File: src/rtl/rim_pkg.sv
// Shared constants, error codes and FSM states for the rat-in-maze source/checker.
// Coordinates are 3 bits on the wire and are widened to 4 bits for arithmetic.
package rim_pkg;

   localparam int MAZE_DIM = 8;
   localparam int PATH_LEN = 15;

   localparam logic [2:0] ERR_NONE    = 3'd0;
   localparam logic [2:0] ERR_START   = 3'd1;
   localparam logic [2:0] ERR_STEP    = 3'd2;
   localparam logic [2:0] ERR_WALL    = 3'd3;
   localparam logic [2:0] ERR_GAP     = 3'd4;
   localparam logic [2:0] ERR_TIMEOUT = 3'd5;
   localparam logic [2:0] ERR_EXTRA   = 3'd6;

   localparam logic [3:0] IDX_NONE = 4'd15;

   typedef enum logic [2:0] {
      ST_IDLE,
      ST_SEND,
      ST_WAIT,
      ST_RECV,
      ST_TAIL,
      ST_DONE
   } rim_state_e;

endpackage

File: src/rtl/rim_step_check.sv
// Combinational legality check of one path beat against the previous beat.
// Zero latency; priority START > STEP > WALL.
module rim_step_check
   import rim_pkg::*;
(
   input  logic [2:0] i_prev_row,
   input  logic [2:0] i_prev_col,
   input  logic [2:0] i_cur_row,
   input  logic [2:0] i_cur_col,
   input  logic [3:0] i_beat,
   input  logic       i_cell,
   output logic [2:0] o_err
);

   logic [3:0] w_prev_row_inc;
   logic [3:0] w_prev_col_inc;
   logic       w_row_step;
   logic       w_col_step;

   // 4-bit compare so that a move off the edge (7+1) can never alias to 0
   assign w_prev_row_inc = {1'b0, i_prev_row} + 4'd1;
   assign w_prev_col_inc = {1'b0, i_prev_col} + 4'd1;
   assign w_row_step = ({1'b0, i_cur_row} == w_prev_row_inc) && (i_cur_col == i_prev_col);
   assign w_col_step = ({1'b0, i_cur_col} == w_prev_col_inc) && (i_cur_row == i_prev_row);

   always_comb begin
      o_err = ERR_NONE;
      if (i_beat == 4'd0) begin
         if (i_cur_row != 3'd0 || i_cur_col != 3'd0) begin
            o_err = ERR_START;
         end
      end else if (!(w_row_step || w_col_step)) begin
         o_err = ERR_STEP;
      end
      if (o_err == ERR_NONE && !i_cell) begin
         o_err = ERR_WALL;
      end
   end

endmodule

File: config.mk
export PLATFORM = sky130hd
export DESIGN_NAME = rim_step_check
export DESIGN_NICKNAME = d
export VERILOG_FILES = /design/src/rtl/rim_pkg.sv /design/src/rtl/rim_step_check.sv
export SDC_FILE = /design/constraint.sdc
export NUM_CORES = 1
export LEC_CHECK = 0
export ABC_AREA = 1
export CAP_MARGIN = 20
export CORE_AREA = 4 4 41 43
export DETAILED_ROUTE_END_ITERATION = 8
export DIE_AREA = 0 0 45 47
export PLACE_DENSITY_LB_ADDON = 0.1
export REMOVE_ABC_BUFFERS = 1
export SLEW_MARGIN = 20
export SYNTH_ARGS = -nofsm -noshare
export SYNTH_HDL_FRONTEND = slang
export SYNTH_SLANG_ARGS = --single-unit
File: constraint.sdc
create_clock -name vclk -period 1.7
set_input_delay 0.34 -clock vclk [all_inputs]
set_output_delay 0.34 -clock vclk [all_outputs]
set_load 0.02 [all_outputs]
# Word-level counts from Yosys, hierarchy flattened
# Index checks and enable logic that the tools add are counted.
classes:
  n_addsub: 2
  n_mul: 0
  div: 0
  n_lt_le_gt_ge: 0
  n_eq_ne: 4
  shifts: 0
  muxes: 4
  bitwise: 0
  n_reduce_logical: 10
op_table:
  columns: ["operator", "n"]
  rows:
  - ["$add A3 B1 Y4 const B", 2]
  - ["$eq A3 B4 Y1", 2]
  - ["$eq A3 B3 Y1", 2]
  - ["$mux W3", 2]
  - ["$reduce_bool A3 Y1", 2]
  - ["$logic_not A4 Y1", 1]
  - ["$logic_and A1 B1 Y1", 3]
  - ["$logic_not A3 Y1", 1]
  - ["$logic_or A1 B1 Y1", 2]
  - ["$mux W2", 1]
  - ["$logic_not A1 Y1", 1]
  - ["$mux W1", 1]
word_totals:
  ff_bits: 0
  latchBits: 0
  ramBits: 0
  mem_bits_ro: 0
  input_bits: 17
  out_inout_bits: 3
  wordCells: 20
  n_memories: 0

# Depth between registers and ports, before layout
# Gate-level depths: netlist (run 1).
depth:
  depth_word: 9
  depth_mapped: 10
  ltp_nobuf: 10

# Worst setup path before layout (run 1)
# OpenSTA, ideal clock, no wires.
synth_path:
  path_type: "input to output"
  startpoint: "input port i_prev_row[0]"
  endpoint: "output port o_err[0]"
  arrival_time_ns: 1.261
  required_ns: 1.360
  path_slack_ns: 0.099
  path_stages: 8
  cell_sequence: "ha_1 xnor2_1 nand2_1 nor2_1 nand3_1 nand3_2 nand2_2 nand2_1"
synth_via:
  elab_chain_cells: 9
  word_cells_on_any_way: 11
  cone_classes: "add/sub: 1; eq/ne: 2; mux: 3; reduce/logical: 5"
synth_rtl:
  columns: ["item", "line", "source"]
  rows:
  - ["start: declaration", "rim_step_check.sv:6", "input logic [2:0] i_prev_row,"]
  - ["$add A3 B1 Y4", "rim_step_check.sv:21", "assign w_prev_row_inc = {1'b0, i_prev_row} + 4'd1;"]
  - ["$eq A3 B4 Y1", "rim_step_check.sv:23", "assign w_row_step = ({1'b0, i_cur_row} == w_prev_row_inc) && (i_cur_col == i_prev_col);"]
  - ["$logic_and A1 B1 Y1", "rim_step_check.sv:23", null]
  - ["$logic_or A1 B1 Y1 (*)", "rim_step_check.sv:32", "end else if (!(w_row_step || w_col_step)) begin"]
  - ["$mux W2 (*)", "rim_step_check.sv:32", null]
  - ["$mux W3 (*)", "rim_step_check.sv:28", "if (i_beat == 4'd0) begin"]
  - ["$logic_not A3 Y1 (*)", "rim_step_check.sv:35", "if (o_err == ERR_NONE && !i_cell) begin"]
  - ["$logic_and A1 B1 Y1 (*)", "rim_step_check.sv:35", null]
  - ["$mux W3 (*)", "rim_step_check.sv:35", null]
  - ["end: declaration", "rim_step_check.sv:12", "output logic [2:0] o_err"]
# Mark *: on every way between the ends. The rest lies on a longest branch, timed or not.

# Worst setup path after layout (run 1)
layout_path:
  startpoint: "input port i_prev_row[1]"
  endpoint: "output port o_err[0]"
# Same word-level chain as after synthesis.

==> metrics.cfg, run 1 <==
[drt]
routed-via-count = 427
ant_nets = 0
dr.pass1.iters = 4
drt_iter0_drc = 2
route.detailed.drc = 0
wirelength_um = 817
via_per_inst = 4.186
wl_per_cell_um = 8.010

[sta]
slew_violations = 0
rsz0062_at_grt = true
fin_setup_tns_ns = -0.04424
max_freq_mhz = 579.1
finalSetupViolations = 2
finalCriticalPeriod_ns = 1.727
finalHoldViolCount = 0
layout_setup_ws_ns = -0.02680
fin_hold_ws_ns = 1.201
finalCritPeriodShare_pct = 101.6

[logic_synthesis]
postSynthCellCount = 61
avgSynthCellArea_um2 = 4.984
ys_warn_count = 0
synthesis.area_um2 = 304.0
ys_seq_area_share_pct = 0
synth.distinct_cells = 18

[place]
gp_congestion = 0.6736
place_inst = 102
portBuffers = 19
dpl.hpwl_um = 755.9

[run]
drv_cap = 0

[pwr]
p_leak_nw = 0.3294
p_per_area_nw_per_um2 = 220.2
power.total_mw = 0.1317
vdd_drop_max_v = 0.00007274

[die]
row_count = 13
core_region_area_um2 = 1301
dieArea_um2 = 2115
die_y_um = 47
die_w_um = 45
start_util_pct = 23.37
io_pins = 20

[global_route]
overflow = 0
antenna_found_initial = 0
track_usage_pct = 7.717
grt_pass1_vias = 361
grt_pass1_wl_um = 1311
grt_max_degree = 5

[layout]
register_area_um2 = 0
multiInputGateArea_um2 = 297.8
seq_cell_count = 0
antenna_cells = 0
drive_above_1_share_pct = 29.89
final_common_cell = nand2_1
syn_to_final_growth_pct = 96.71
n_clock_buffer = 0
final_cell_mix = nand2_1 (21), inv_1 (10), buf_4 (8)
final_net_count = 108
final_cells = 102
fill_cells = 158

[outcome]
failed_checks = setup timing
status = finished, violations left

[min_path]
hp-class = in2out

[critical_path]
path_class = in2out
arrival_ns = 1.39
endpoint_kind = output pin
required_ns = 1.36
path_max_fanout = 2
start_kind = input pin

worst paths after layout:
kind,from,endpoint,cells past startpoint
worst max-delay path,i_prev_row[1],o_err[0],10
worst min-delay path,i_cur_row[2],o_err[0],6
logic make-up (layout without fill, tap and decap cells):
| logic type | count (synthesis) | after routing | synth area share [%] |
|---|---|---|---|
| other | 1 | 1 | 1.233 |
| buffers and inverters | 12 | 38 | 16.05 |
| and+or+nand+nor | 40 | 40 | 58.44 |
| xor gates and xnor gates | 4 | 4 | 11.52 |
| AOI/OAI and AO/OA | 2 | 2 | 4.526 |
| adders and majority gates | 2 | 2 | 8.229 |
where the power goes:
group          switching [mW]  total, mW  internal, mW
logic                  0.0566      0.132        0.0751
registers                   0          0             0
clock network               0          0             0
cell usage after synthesis, drive strengths merged:
cell,instances,share of area (%)
xor2,2,5.8
nand3,6,12
nand3b,1,2.5
o21ai,1,1.6
a21oi,1,2.9
nand4,1,2.1
ha,2,8.2
nor3,1,1.6
buf,1,2.5
conb,1,1.2
inv,11,14
nor2,5,6.2
xnor2,2,5.8
or2,1,2.1
nand2,25,33
layout make-up:
| type | instances | share of cell area [%] |
|---|---|---|
| Timing Repair Buffer | 27 | 40.17 |
| Multi-Input combinational cell | 49 | 49.79 |
| Inverter | 11 | 6.904 |
| Tap cell | 15 | 3.138 |
stage by stage:
step	utilization [%]	instance area (µm²)	setup WS (ns)
global placement	43.46	565.5	-0.9244
floorplan	-	296.5	0.09894
detailed placement	43.46	565.5	-0.9254
global route	45.96	598.1	-0.1273
CTS	45.29	589.3	-0.05549
finish	45.96	598.1	-0.02680
critical path, cell delays in order:
cell and delay (ns):
buf_6 0.10, ha_4 0.23, xnor2_2 0.13, nand2_1 0.07, nor2_1 0.08, nand3_1 0.09, nand3_2 0.10, nand2_2 0.07
nand2_2 0.07, buf_6 0.11
layer usage:
layer	vias up	wire length (µm)	track usage [%]	part of all wire, %
met4	0	0	0	0
met3	0	64	0.3831	7.8
met5	-	0	0	0
met1	179	336	9.234	41
met2	10	416	15.82	51
li1	238	-	-	-
repair_timing:
action | CTS | global route
endpoints found under the setup margin | 2 | 2
pin swaps | 16 | 9
hold buffers | 0 | 0
buffers inserted | 0 | 0
gates resized for setup | 48 | 3
No activity file was read; power rests on OpenSTA's default activity.
==> inputs of run 2 (changes only) <==
Settings changed: TNS_END_PERCENT set to 20.
Clock period 1.7 ns to 1.8 ns, I/O delays scaled along.
==> metrics.cfg, run 2 (synthesis gave the netlist of run 1 again) <==
[global_route]
grt_pass1_wl_um = 1304
use_met1_pct = 9.029
track_usage_pct = 7.723
overflow = 0
grt_max_degree = 5
grt_use_met2_pct = 16.10
antenna_found_initial = 0
busiest_layer = met2
grt_pass1_vias = 380
grt_use_met3_pct = 0.3831

[pwr]
p_per_area_nw_per_um2 = 208.7
power_frac_comb_pct = 100.0
p_int_mw = 0.06641
vdd_drop_max_v = 0.00007141
clkPwrFrac_pct = 0
p_leak_nw = 0.3187
p_sw_mw = 0.05292
seqPwrFrac_pct = 0
p_sw_share_pct = 44.35

[sta]
layout_setup_ws_ns = 0.01591
finalCritPeriodShare_pct = 99.12
fin_hold_ws_ns = 1.221
max_freq_mhz = 560.5
finalCriticalPeriod_ns = 1.784
finalSetupViolations = 0
rsz0062_at_grt = true
slew_violations = 0
finalHoldViolCount = 0

[layout]
drive_above_1_share_pct = 27.06
antenna_cells = 0
final_common_cell = nand2_1
final_net_count = 106
seq_cell_count = 0
syn_to_final_growth_pct = 88.07
final_cell_mix = nand2_1 (23), inv_1 (10), dlygate4sd2_1 (6), buf_4 (6)
register_area_um2 = 0
n_clock_buffer = 0

[drt]
route.detailed.drc = 0
drt_iter0_drc = 2
wl_per_cell_um = 7.980
via_per_inst = 4.070
wirelength_um = 798
dr.pass1.iters = 2
ant_nets = 0
routed-via-count = 407

[clock_network]
hold_buffers = 0

[critical_path]
path_class = in2out
arrival_ns = 1.42
start_kind = input pin
path_max_fanout = 3
required_ns = 1.44
endpoint_kind = output pin

[run]
drv_cap = 0

[place]
dpl.hpwl_um = 745.7
dp_slack_ns = -0.8793
gp_congestion = 0.6951
portBuffers = 19

[die]
row_count = 13
io_pins = 20
core_region_area_um2 = 1301
die_y_um = 47
start_util_pct = 23.37
die_w_um = 45
dieArea_um2 = 2115

[outcome]
status = completed

[min_path]
hp-class = in2out

-- run 2: cell count changes in the layout (fill, tap and decap cells not counted) --
cell / change
buf_2: +1
buf_4: -2
buf_6: -1
clkdlybuf4s15_1: -2
clkdlybuf4s15_2: +1
dlygate4sd2_1: +1
nand2_1: +2
nand2_2: -2
-- run 2: metrics by stage --
stage / TNS, ns / cells / instance area (µm²) / total power, mW / util (%)
finish: 0 / 100 / 571.8 / 0.1193 / 43.94
global route: -0.2478 / 100 / 571.8 / 0.1340 / 43.94
CTS: 0 / 100 / 571.8 / 0.1211 / 43.94
detailed placement: -1.757 / 100 / 550.5 / 0.1174 / 42.31
global placement: -1.739 / 100 / 550.5 / 0.1166 / 42.31
floorplan: 0 / 60 / 296.5 / 0.05046 / -
-- run 2: final timing paths --
path	start	endpoint	slack, ns	cells past startpoint
worst min-delay path	i_cur_row[2]	o_err[0]	1.22	6
worst max-delay path	i_prev_row[2]	o_err[1]	0.02	10
-- run 2: critical path: stages --
cell             delay [ns]
clkdlybuf4s15_2        0.19
or2_1                  0.23
nand2_2                0.08
nand2_1                0.05
nor2_1                 0.08
nand3_1                0.09
nand3_2                0.10
nand2_2                0.06
nand2_1                0.07
buf_6                  0.11
-- run 2: what timing repair did --
| action | 4_1_cts | 5_1_grt |
|---|---|---|
| endpoints found under the setup margin | 2 | 2 |
| setup buffers | 0 | 0 |
| pin swaps | 17 | 2 |
| resized for setup | 48 | 0 |
-- run 2: area by class of cell --
class              instances  area, µm²
fillers                  161      729.5
multi-input cells         49      292.8
repair buffers            25      219.0
inverters                 11      41.29
well taps                 15      18.77
-- run 2: power groups by stage --
stage	clock [mW]	sequential [mW]	combinational, mW
final	0	0	0.119
after global routing	0	0	0.134
after CTS	0	0	0.121
after detailed placement	0	0	0.117
after global placement	0	0	0.117
after floorplan	0	0	0.0505
-- run 2: per-layer routing --
layer / wire, µm / up-vias
li1: - / 233
met1: 325 / 164
met2: 401 / 10
met3: 71 / 0
met4: 0 / 0
met5: 0 / -
==> inputs of run 3 (changes only) <==
Settings changed: ABC_CLOCK_PERIOD_IN_PS set to 1800, GPL_ROUTABILITY_DRIVEN set to 0.
==> results of run 3 <==
Same layout as run 2: the final DEF is identical, and so are final timing and power.
